--- src/rtl/xl_mem_initiator_if.sv ---
// -----------------------------------------------------------------------------
// xl_mem_initiator_if
// Bundles the command, write-data, read-data, status, memory-side and counter
// signals of xl_mem_initiator.
//   master : the initiator's view (drives cmd_ready, wr/rd data handshakes,
//            status, memory-side controls and byte counters)
//   slave  : the environment's view (command source, data source/sink, memory)
// Parameters: ADDR_W (address width), DATA_W (byte-lane width).
// -----------------------------------------------------------------------------
interface xl_mem_initiator_if #(
  parameter int ADDR_W = 5,
  parameter int DATA_W = 8
);
  // command
  logic              cmd_valid;
  logic              cmd_ready;
  logic              cmd_write;
  logic [ADDR_W-1:0] cmd_addr;
  logic [ADDR_W-1:0] cmd_len;
  // write data
  logic              wr_valid;
  logic              wr_ready;
  logic [DATA_W-1:0] wr_data;
  // read data
  logic              rd_valid;
  logic              rd_ready;
  logic [DATA_W-1:0] rd_data;
  // status
  logic              done;
  logic              done_eof;
  // memory side
  logic [ADDR_W-1:0] mem_addr;
  logic              mem_addr_update;
  logic              mem_wren;
  logic [DATA_W-1:0] mem_wdata;
  logic              mem_full;
  logic              mem_w_open;
  logic              mem_rden;
  logic [DATA_W-1:0] mem_rdata;
  logic              mem_empty;
  logic              mem_eof;
  logic              mem_r_open;
  // byte counters
  logic [15:0]       wr_count;
  logic [15:0]       rd_count;

  modport master (
    input  cmd_valid, cmd_write, cmd_addr, cmd_len,
    input  wr_valid, wr_data, rd_ready,
    input  mem_full, mem_rdata, mem_empty, mem_eof,
    output cmd_ready, wr_ready, rd_valid, rd_data, done, done_eof,
    output mem_addr, mem_addr_update, mem_wren, mem_wdata, mem_w_open,
    output mem_rden, mem_r_open, wr_count, rd_count
  );

  modport slave (
    output cmd_valid, cmd_write, cmd_addr, cmd_len,
    output wr_valid, wr_data, rd_ready,
    output mem_full, mem_rdata, mem_empty, mem_eof,
    input  cmd_ready, wr_ready, rd_valid, rd_data, done, done_eof,
    input  mem_addr, mem_addr_update, mem_wren, mem_wdata, mem_w_open,
    input  mem_rden, mem_r_open, wr_count, rd_count
  );
endinterface

--- src/rtl/xl_mem_initiator.sv ---
// -----------------------------------------------------------------------------
// xl_mem_initiator
// Burst initiator between a command/stream side and a byte-wide memory port.
// A command (start address, length-1, direction) is accepted in IDLE, the
// address is published for one cycle (ADDR), then bytes are streamed from
// wr_data into memory (WRITE) or from memory into a 2-entry read buffer that
// feeds rd_data (READ/DRAIN). A one-cycle done pulse ends each burst;
// done_eof flags a read burst cut short by mem_eof.
// Ports:
//   bus_clk   - single clock
//   bus_rst_n - asynchronous active-low reset
//   bus_if    - xl_mem_initiator_if.master (command, data, status, memory,
//               byte counters)
// Optional feature: define XL_MEM_BYTE_COUNT_EN to build saturating byte
// counters on wr_count/rd_count; otherwise both read as constant 0.
// -----------------------------------------------------------------------------
module xl_mem_initiator #(
  parameter int ADDR_W = 5,
  parameter int DATA_W = 8
) (
  input  logic               bus_clk,
  input  logic               bus_rst_n,
  xl_mem_initiator_if.master bus_if
);
  // One extra bit: a burst may be a full 2^ADDR_W bytes long.
  localparam int CNT_W = ADDR_W + 1;

  typedef enum logic [2:0] {IDLE, ADDR, WRITE, READ, DRAIN, DONE} state_t;

  state_t            state_q, state_d;
  logic [ADDR_W-1:0] addr_q, addr_d;
  logic [CNT_W-1:0]  left_q, left_d;   // bytes still to write / to issue
  logic              write_q, write_d;
  logic              eof_q, eof_d;
  logic              inflight_q;       // rden issued last cycle, data arrives now
  logic [DATA_W-1:0] buf_q [2];
  logic              head_q;
  logic [1:0]        occ_q, occ_d;
  logic              cmd_ready_int;
  logic              wren, rden, push, pop, wr_slot;

  // cmd_ready is held low for as long as reset is asserted.
  assign cmd_ready_int = (state_q == IDLE) & bus_rst_n;

  always_comb begin
    state_d = state_q;
    addr_d  = addr_q;
    left_d  = left_q;
    write_d = write_q;
    eof_d   = eof_q;
    wren    = 1'b0;
    rden    = 1'b0;
    case (state_q)
      IDLE: begin
        if (bus_if.cmd_valid && cmd_ready_int) begin
          write_d = bus_if.cmd_write;
          addr_d  = bus_if.cmd_addr;
          left_d  = {1'b0, bus_if.cmd_len} + CNT_W'(1);
          eof_d   = 1'b0;
          state_d = ADDR;
        end
      end
      ADDR: state_d = write_q ? WRITE : READ;
      WRITE: begin
        wren = bus_if.wr_valid & ~bus_if.mem_full;
        if (wren) begin
          addr_d = addr_q + ADDR_W'(1);
          left_d = left_q - CNT_W'(1);
          if (left_q == CNT_W'(1)) state_d = DONE;
        end
      end
      READ: begin
        if (bus_if.mem_eof) begin
          eof_d   = 1'b1;
          state_d = DRAIN;
        end else begin
          // Only issue when the buffer is guaranteed room for the returning byte.
          rden = ~bus_if.mem_empty && ((occ_q + {1'b0, inflight_q}) < 2'd2) &&
                 (left_q != '0);
          if (rden) begin
            addr_d = addr_q + ADDR_W'(1);
            left_d = left_q - CNT_W'(1);
          end
          if (left_d == '0) state_d = DRAIN;
        end
      end
      DRAIN: if (!inflight_q && (occ_q == 2'd0)) state_d = DONE;
      DONE: begin
        eof_d   = 1'b0;
        state_d = IDLE;
      end
      default: state_d = IDLE;
    endcase
  end

  always_ff @(posedge bus_clk or negedge bus_rst_n) begin
    if (!bus_rst_n) begin
      state_q    <= IDLE;
      addr_q     <= '0;
      left_q     <= '0;
      write_q    <= 1'b0;
      eof_q      <= 1'b0;
      inflight_q <= 1'b0;
    end else begin
      state_q    <= state_d;
      addr_q     <= addr_d;
      left_q     <= left_d;
      write_q    <= write_d;
      eof_q      <= eof_d;
      inflight_q <= rden;
    end
  end

  // Two-entry read buffer: the byte arriving this cycle goes to the slot after
  // the current occupants; a push always finds room because issue was gated.
  assign push    = inflight_q;
  assign pop     = (occ_q != 2'd0) & bus_if.rd_ready;
  assign wr_slot = head_q ^ occ_q[0];
  assign occ_d   = occ_q + {1'b0, push} - {1'b0, pop};

  always_ff @(posedge bus_clk or negedge bus_rst_n) begin
    if (!bus_rst_n) begin
      for (int i = 0; i < 2; i++) buf_q[i] <= '0;
      head_q <= 1'b0;
      occ_q  <= 2'd0;
    end else begin
      if (push) buf_q[wr_slot] <= bus_if.mem_rdata;
      head_q <= head_q ^ pop;
      occ_q  <= occ_d;
    end
  end

  assign bus_if.cmd_ready       = cmd_ready_int;
  assign bus_if.wr_ready        = wren;
  assign bus_if.rd_valid        = (occ_q != 2'd0);
  assign bus_if.rd_data         = buf_q[head_q];
  assign bus_if.done            = (state_q == DONE);
  assign bus_if.done_eof        = (state_q == DONE) & eof_q;
  assign bus_if.mem_addr        = addr_q;
  assign bus_if.mem_addr_update = (state_q == ADDR);
  assign bus_if.mem_wren        = wren;
  assign bus_if.mem_wdata       = (state_q == WRITE) ? bus_if.wr_data : '0;
  assign bus_if.mem_rden        = rden;
  assign bus_if.mem_w_open      = (state_q != IDLE) & write_q;
  assign bus_if.mem_r_open      = (state_q != IDLE) & ~write_q;

`ifdef XL_MEM_BYTE_COUNT_EN
  logic [15:0] wr_count_q, rd_count_q;

  always_ff @(posedge bus_clk or negedge bus_rst_n) begin
    if (!bus_rst_n) begin
      wr_count_q <= '0;
      rd_count_q <= '0;
    end else begin
      if (wren && (wr_count_q != 16'hFFFF)) wr_count_q <= wr_count_q + 16'd1;
      if (rden && (rd_count_q != 16'hFFFF)) rd_count_q <= rd_count_q + 16'd1;
    end
  end

  assign bus_if.wr_count = wr_count_q;
  assign bus_if.rd_count = rd_count_q;
`else
  assign bus_if.wr_count = '0;
  assign bus_if.rd_count = '0;
`endif

endmodule

--- src/flat_wrapper.sv ---
// flat-port wrapper written by rule: the top's interface ports become plain ports
module xl_mem_initiator_flat 
#(
  parameter int ADDR_W = 5,
  parameter int DATA_W = 8
)
  (bus_clk, bus_rst_n, bus_if_cmd_valid, bus_if_cmd_write, bus_if_cmd_addr, bus_if_cmd_len, bus_if_wr_valid, bus_if_wr_data, bus_if_rd_ready, bus_if_mem_full, bus_if_mem_rdata, bus_if_mem_empty, bus_if_mem_eof, bus_if_cmd_ready, bus_if_wr_ready, bus_if_rd_valid, bus_if_rd_data, bus_if_done, bus_if_done_eof, bus_if_mem_addr, bus_if_mem_addr_update, bus_if_mem_wren, bus_if_mem_wdata, bus_if_mem_w_open, bus_if_mem_rden, bus_if_mem_r_open, bus_if_wr_count, bus_if_rd_count);
  xl_mem_initiator_if #(.ADDR_W(ADDR_W), .DATA_W(DATA_W)) bus_if_i ();
  input  logic bus_clk;
  input  logic bus_rst_n;
  input wire logic [$bits(bus_if_i.cmd_valid)-1:0] bus_if_cmd_valid;
  input wire logic [$bits(bus_if_i.cmd_write)-1:0] bus_if_cmd_write;
  input wire logic [$bits(bus_if_i.cmd_addr)-1:0] bus_if_cmd_addr;
  input wire logic [$bits(bus_if_i.cmd_len)-1:0] bus_if_cmd_len;
  input wire logic [$bits(bus_if_i.wr_valid)-1:0] bus_if_wr_valid;
  input wire logic [$bits(bus_if_i.wr_data)-1:0] bus_if_wr_data;
  input wire logic [$bits(bus_if_i.rd_ready)-1:0] bus_if_rd_ready;
  input wire logic [$bits(bus_if_i.mem_full)-1:0] bus_if_mem_full;
  input wire logic [$bits(bus_if_i.mem_rdata)-1:0] bus_if_mem_rdata;
  input wire logic [$bits(bus_if_i.mem_empty)-1:0] bus_if_mem_empty;
  input wire logic [$bits(bus_if_i.mem_eof)-1:0] bus_if_mem_eof;
  output wire logic [$bits(bus_if_i.cmd_ready)-1:0] bus_if_cmd_ready;
  output wire logic [$bits(bus_if_i.wr_ready)-1:0] bus_if_wr_ready;
  output wire logic [$bits(bus_if_i.rd_valid)-1:0] bus_if_rd_valid;
  output wire logic [$bits(bus_if_i.rd_data)-1:0] bus_if_rd_data;
  output wire logic [$bits(bus_if_i.done)-1:0] bus_if_done;
  output wire logic [$bits(bus_if_i.done_eof)-1:0] bus_if_done_eof;
  output wire logic [$bits(bus_if_i.mem_addr)-1:0] bus_if_mem_addr;
  output wire logic [$bits(bus_if_i.mem_addr_update)-1:0] bus_if_mem_addr_update;
  output wire logic [$bits(bus_if_i.mem_wren)-1:0] bus_if_mem_wren;
  output wire logic [$bits(bus_if_i.mem_wdata)-1:0] bus_if_mem_wdata;
  output wire logic [$bits(bus_if_i.mem_w_open)-1:0] bus_if_mem_w_open;
  output wire logic [$bits(bus_if_i.mem_rden)-1:0] bus_if_mem_rden;
  output wire logic [$bits(bus_if_i.mem_r_open)-1:0] bus_if_mem_r_open;
  output wire logic [$bits(bus_if_i.wr_count)-1:0] bus_if_wr_count;
  output wire logic [$bits(bus_if_i.rd_count)-1:0] bus_if_rd_count;
  assign bus_if_i.cmd_valid = bus_if_cmd_valid;
  assign bus_if_i.cmd_write = bus_if_cmd_write;
  assign bus_if_i.cmd_addr = bus_if_cmd_addr;
  assign bus_if_i.cmd_len = bus_if_cmd_len;
  assign bus_if_i.wr_valid = bus_if_wr_valid;
  assign bus_if_i.wr_data = bus_if_wr_data;
  assign bus_if_i.rd_ready = bus_if_rd_ready;
  assign bus_if_i.mem_full = bus_if_mem_full;
  assign bus_if_i.mem_rdata = bus_if_mem_rdata;
  assign bus_if_i.mem_empty = bus_if_mem_empty;
  assign bus_if_i.mem_eof = bus_if_mem_eof;
  assign bus_if_cmd_ready = bus_if_i.cmd_ready;
  assign bus_if_wr_ready = bus_if_i.wr_ready;
  assign bus_if_rd_valid = bus_if_i.rd_valid;
  assign bus_if_rd_data = bus_if_i.rd_data;
  assign bus_if_done = bus_if_i.done;
  assign bus_if_done_eof = bus_if_i.done_eof;
  assign bus_if_mem_addr = bus_if_i.mem_addr;
  assign bus_if_mem_addr_update = bus_if_i.mem_addr_update;
  assign bus_if_mem_wren = bus_if_i.mem_wren;
  assign bus_if_mem_wdata = bus_if_i.mem_wdata;
  assign bus_if_mem_w_open = bus_if_i.mem_w_open;
  assign bus_if_mem_rden = bus_if_i.mem_rden;
  assign bus_if_mem_r_open = bus_if_i.mem_r_open;
  assign bus_if_wr_count = bus_if_i.wr_count;
  assign bus_if_rd_count = bus_if_i.rd_count;
  xl_mem_initiator #(.ADDR_W(ADDR_W), .DATA_W(DATA_W)) u_core (.bus_clk(bus_clk), .bus_rst_n(bus_rst_n), .bus_if(bus_if_i));
endmodule
--- config.mk ---
export PLATFORM = sky130hd
export DESIGN_NAME = xl_mem_initiator_flat
export DESIGN_NICKNAME = d
export VERILOG_FILES = /design/src/rtl/xl_mem_initiator_if.sv /design/src/rtl/xl_mem_initiator.sv /design/src/flat_wrapper.sv
export SDC_FILE = /design/constraint.sdc
export NUM_CORES = 1
export LEC_CHECK = 0
export CELL_PAD_IN_SITES_DETAIL_PLACEMENT = 0
export CELL_PAD_IN_SITES_GLOBAL_PLACEMENT = 1
export CORE_ASPECT_RATIO = 1.1
export CORE_MARGIN = 1.5
export CORE_UTILIZATION = 35
export CTS_CLUSTER_DIAMETER = 80
export DETAILED_ROUTE_END_ITERATION = 6
export DONT_BUFFER_PORTS = 1
export PLACE_DENSITY_LB_ADDON = 0.1
export SETUP_SLACK_MARGIN = 0.2
export SKIP_CTS_REPAIR_TIMING = 1
export SYNTH_ARGS = -nofsm -noshare
export SYNTH_HDL_FRONTEND = slang
export SYNTH_SLANG_ARGS = --single-unit
--- constraint.sdc ---
create_clock -name bus_clk -period 2.45 [get_ports bus_clk]
set_input_delay 0.3675 -clock bus_clk [delete_from_list [all_inputs] [get_ports bus_clk]]
set_output_delay 0.3675 -clock bus_clk [all_outputs]
set_load 0.05 [all_outputs]
==> metrics.txt <==
Max Cap Violations=0; CTS tree=yes; vias per inst=4.79; antenna violations before repair=0; initial cell density of the core=0.357; min-delay worst type=in -> reg; Synth Flop Type=dfrtp_1; router iterations before antenna repair=4; CTS Buf Count=5; H-tree depth=2; Ant. Diodes=0; GP Congestion=0.869; Post-synth EDFFs=0; Ys Warns=0; final std cells w/o fill=373; CP startpoint kind=flop; Worst slew margin=0.619; cell total after placement=359; commonest non-fill, non-tap cell in the layout=dfrtp_1; worst setup margin=0.313 ns; most frequent cells in the layout=dfrtp_1 (35), conb_1 (32), buf_4 (28); Post-DRT Antenna Nets=0; Slew @ Worst Pin=0.572 ns; critical path fanouts, max=7; CP endpoint kind=output port; clock sinks=36; Mapped Cells=261; drc violations=0; nets=329; All-Layer GR Usage=0.146; Setup WS pre-CTS=0.195 ns; fmax=0.468 GHz; Yosys reg bits=36; die area=0.00762 mm²; sequential share of the synthesized area=0.362; outcome=finished, final reports clean; Area growth syn-to-layout=13.0%; DIE WIDTH=83.4 µm; final wirelength=5430 µm; Root Driver=clkbuf_8; via count=1785; Synth cell types=51; post-synth top area cell=dfrtp_1; final period utilization=0.872; vias in the first global route=1788; share of cells above drive strength 1=0.309; Hold Vio Cnt, Final=0; Final Max Slew Viols=0; num ports=98; Leak Pwr=1.26 nW; aggregate global routing overflow=0; number of buffers inserted by port buffering=0; DP HPWL=4010 µm; final setup fails=0; Synth top area share=0.362; Die Height=91.4 µm; Cell Rows=32; setup TNS=0 ns; first-pass GRT wire length=8990 µm; Async SR Flop Fraction=1.00; largest net degree at the start of global routing=41; maximum VDD drop=0.000714 V; Crit path arrival time=1.77 ns; Tot Pwr=4.38 mW; crit path kind=reg -> out; CP required=2.08 ns; clk slew on worst S/H paths=0.07 ns; Mapped Area=0.00249 mm²; post-layout minimum cycle time=2.14 ns; initial drt markers=44; Core Area=0.00697 mm²; RSZ-0062 raised after global routing=false; Mean Syn Cell Area=9.53 µm²; largest cells by area after synthesis=dfrtp_1 (36%), mux2_2 (11%), buf_4 (10%), and2_1 (3.5%), ha_1 (3.5%); clk_lat worst skew=0.28 ns; P per Cell Area=1560 mW/mm²; clk buf depth=2; routed length per instance=14.5 µm; Clock Skew=0.00451 ns
-- worst max-delay path, cell delays in order, from the launching register on --
cell     delay, ns
dfrtp_2       0.42
inv_1         0.09
ha_1          0.24
a211o_4       0.37
nor3_2        0.18
buf_6         0.19
-- power breakdown --
| group | switching, mW | total, mW | internal (mW) |
|---|---|---|---|
| registers | 0.363 | 1.25 | 0.889 |
| logic | 1.68 | 2.61 | 0.922 |
| clock network | 0.221 | 0.522 | 0.301 |
-- final cells by class --
type	count	area, µm²
clock buffers	5	68.8
repair buffers	32	279
inverters	7	26.3
fillers	721	4160
multi-input cells	205	1390
well taps	85	106
clock inverters	3	42.5
flip-flops and latches	36	902
-- path summary, 6_finish.rpt --
check / from / endpoint / slack [ns] / cells past startpoint
setup / recovery: u_core.left_q[0]$_DFFE_PN0P_ / bus_if_mem_rden / 0.31 / 5
hold / removal: bus_if_cmd_addr[0] / u_core.bus_if.mem_addr[0]$_DFFE_PN0P_ / 0.21 / 2
setup reg to reg: u_core.left_q[0]$_DFFE_PN0P_ / u_core.bus_if.mem_addr[0]$_DFFE_PN0P_ / 0.42 / 7
hold reg to reg: u_core.buf_q[4]$_DFFE_PN0P_ / u_core.buf_q[4]$_DFFE_PN0P_ / 0.50 / 1
max in group asynchronous: bus_rst_n / u_core.left_q[0]$_DFFE_PN0P_ / 1.67 / 2
min in group asynchronous: bus_rst_n / u_core.buf_q[2]$_DFFE_PN0P_ / 0.58 / 2
-- per-stage QoR --
stage                util  hold WS, ns  instance area, µm²
global placement    0.377       0.0733                2620
CTS                 0.393       -0.245                2740
detailed placement  0.377       0.0733                2620
global route        0.404        0.213                2810
floorplan               -       0.0719                2610
finish              0.404        0.214                2810
-- Yosys cell counts, types with 2 or more instances --
cell and count:
mux2_2 25, buf_2 3, and3_1 3, a21boi_0 3, nand2b_1 4, a21oi_2 4, nor3_1 8, nor2b_1 3
ha_1 7, and2_1 14, or3_1 2, nand3_1 9, o21ai_0 12, nand2_1 21, o211ai_1 2, buf_4 34
xor2_1 4, a21oi_1 8, or2_2 2, o22ai_1 3, xnor2_1 4, nor2_1 11, clkbuf_1 6, dfrtp_1 36
inv_1 7
-- state kept, by name, summed over array words and instances (netlist names) --
register	cells
u_core.buf_q	16
u_core.bus_if.mem_addr	5
u_core.eof_q	1
u_core.head_q	1
u_core.inflight_q	1
u_core.left_q	6
u_core.occ_q	2
u_core.state_q	3
u_core.write_q	1
-- per-layer routing --
| metal | vias to the layer above | GRT usage | share of wire |
|---|---|---|---|
| met5 | - | 0 | 0 |
| met4 | 0 | 0.0375 | 0.0098 |
| met3 | 4 | 0.0400 | 0.053 |
| met2 | 44 | 0.245 | 0.48 |
| met1 | 843 | 0.184 | 0.46 |
| li1 | 894 | - | - |
-- cell families (layout without fill, tap and decap cells) --
| logic type | count (synthesis) | after routing | synth area share |
|---|---|---|---|
| AO/OA/AOI/OAI | 44 | 44 | 0.134 |
| XOR/XNOR | 8 | 8 | 0.0282 |
| adder cells (fa/ha/maj) | 7 | 7 | 0.0352 |
| buffers and inverters | 51 | 47 | 0.133 |
| flip-flops | 36 | 36 | 0.362 |
| multiplexers | 26 | 26 | 0.117 |
| other | 1 | 32 | 0.00151 |
| AND/OR/NAND/NOR | 88 | 88 | 0.189 |
No activity file was read; power rests on OpenSTA's default activity.
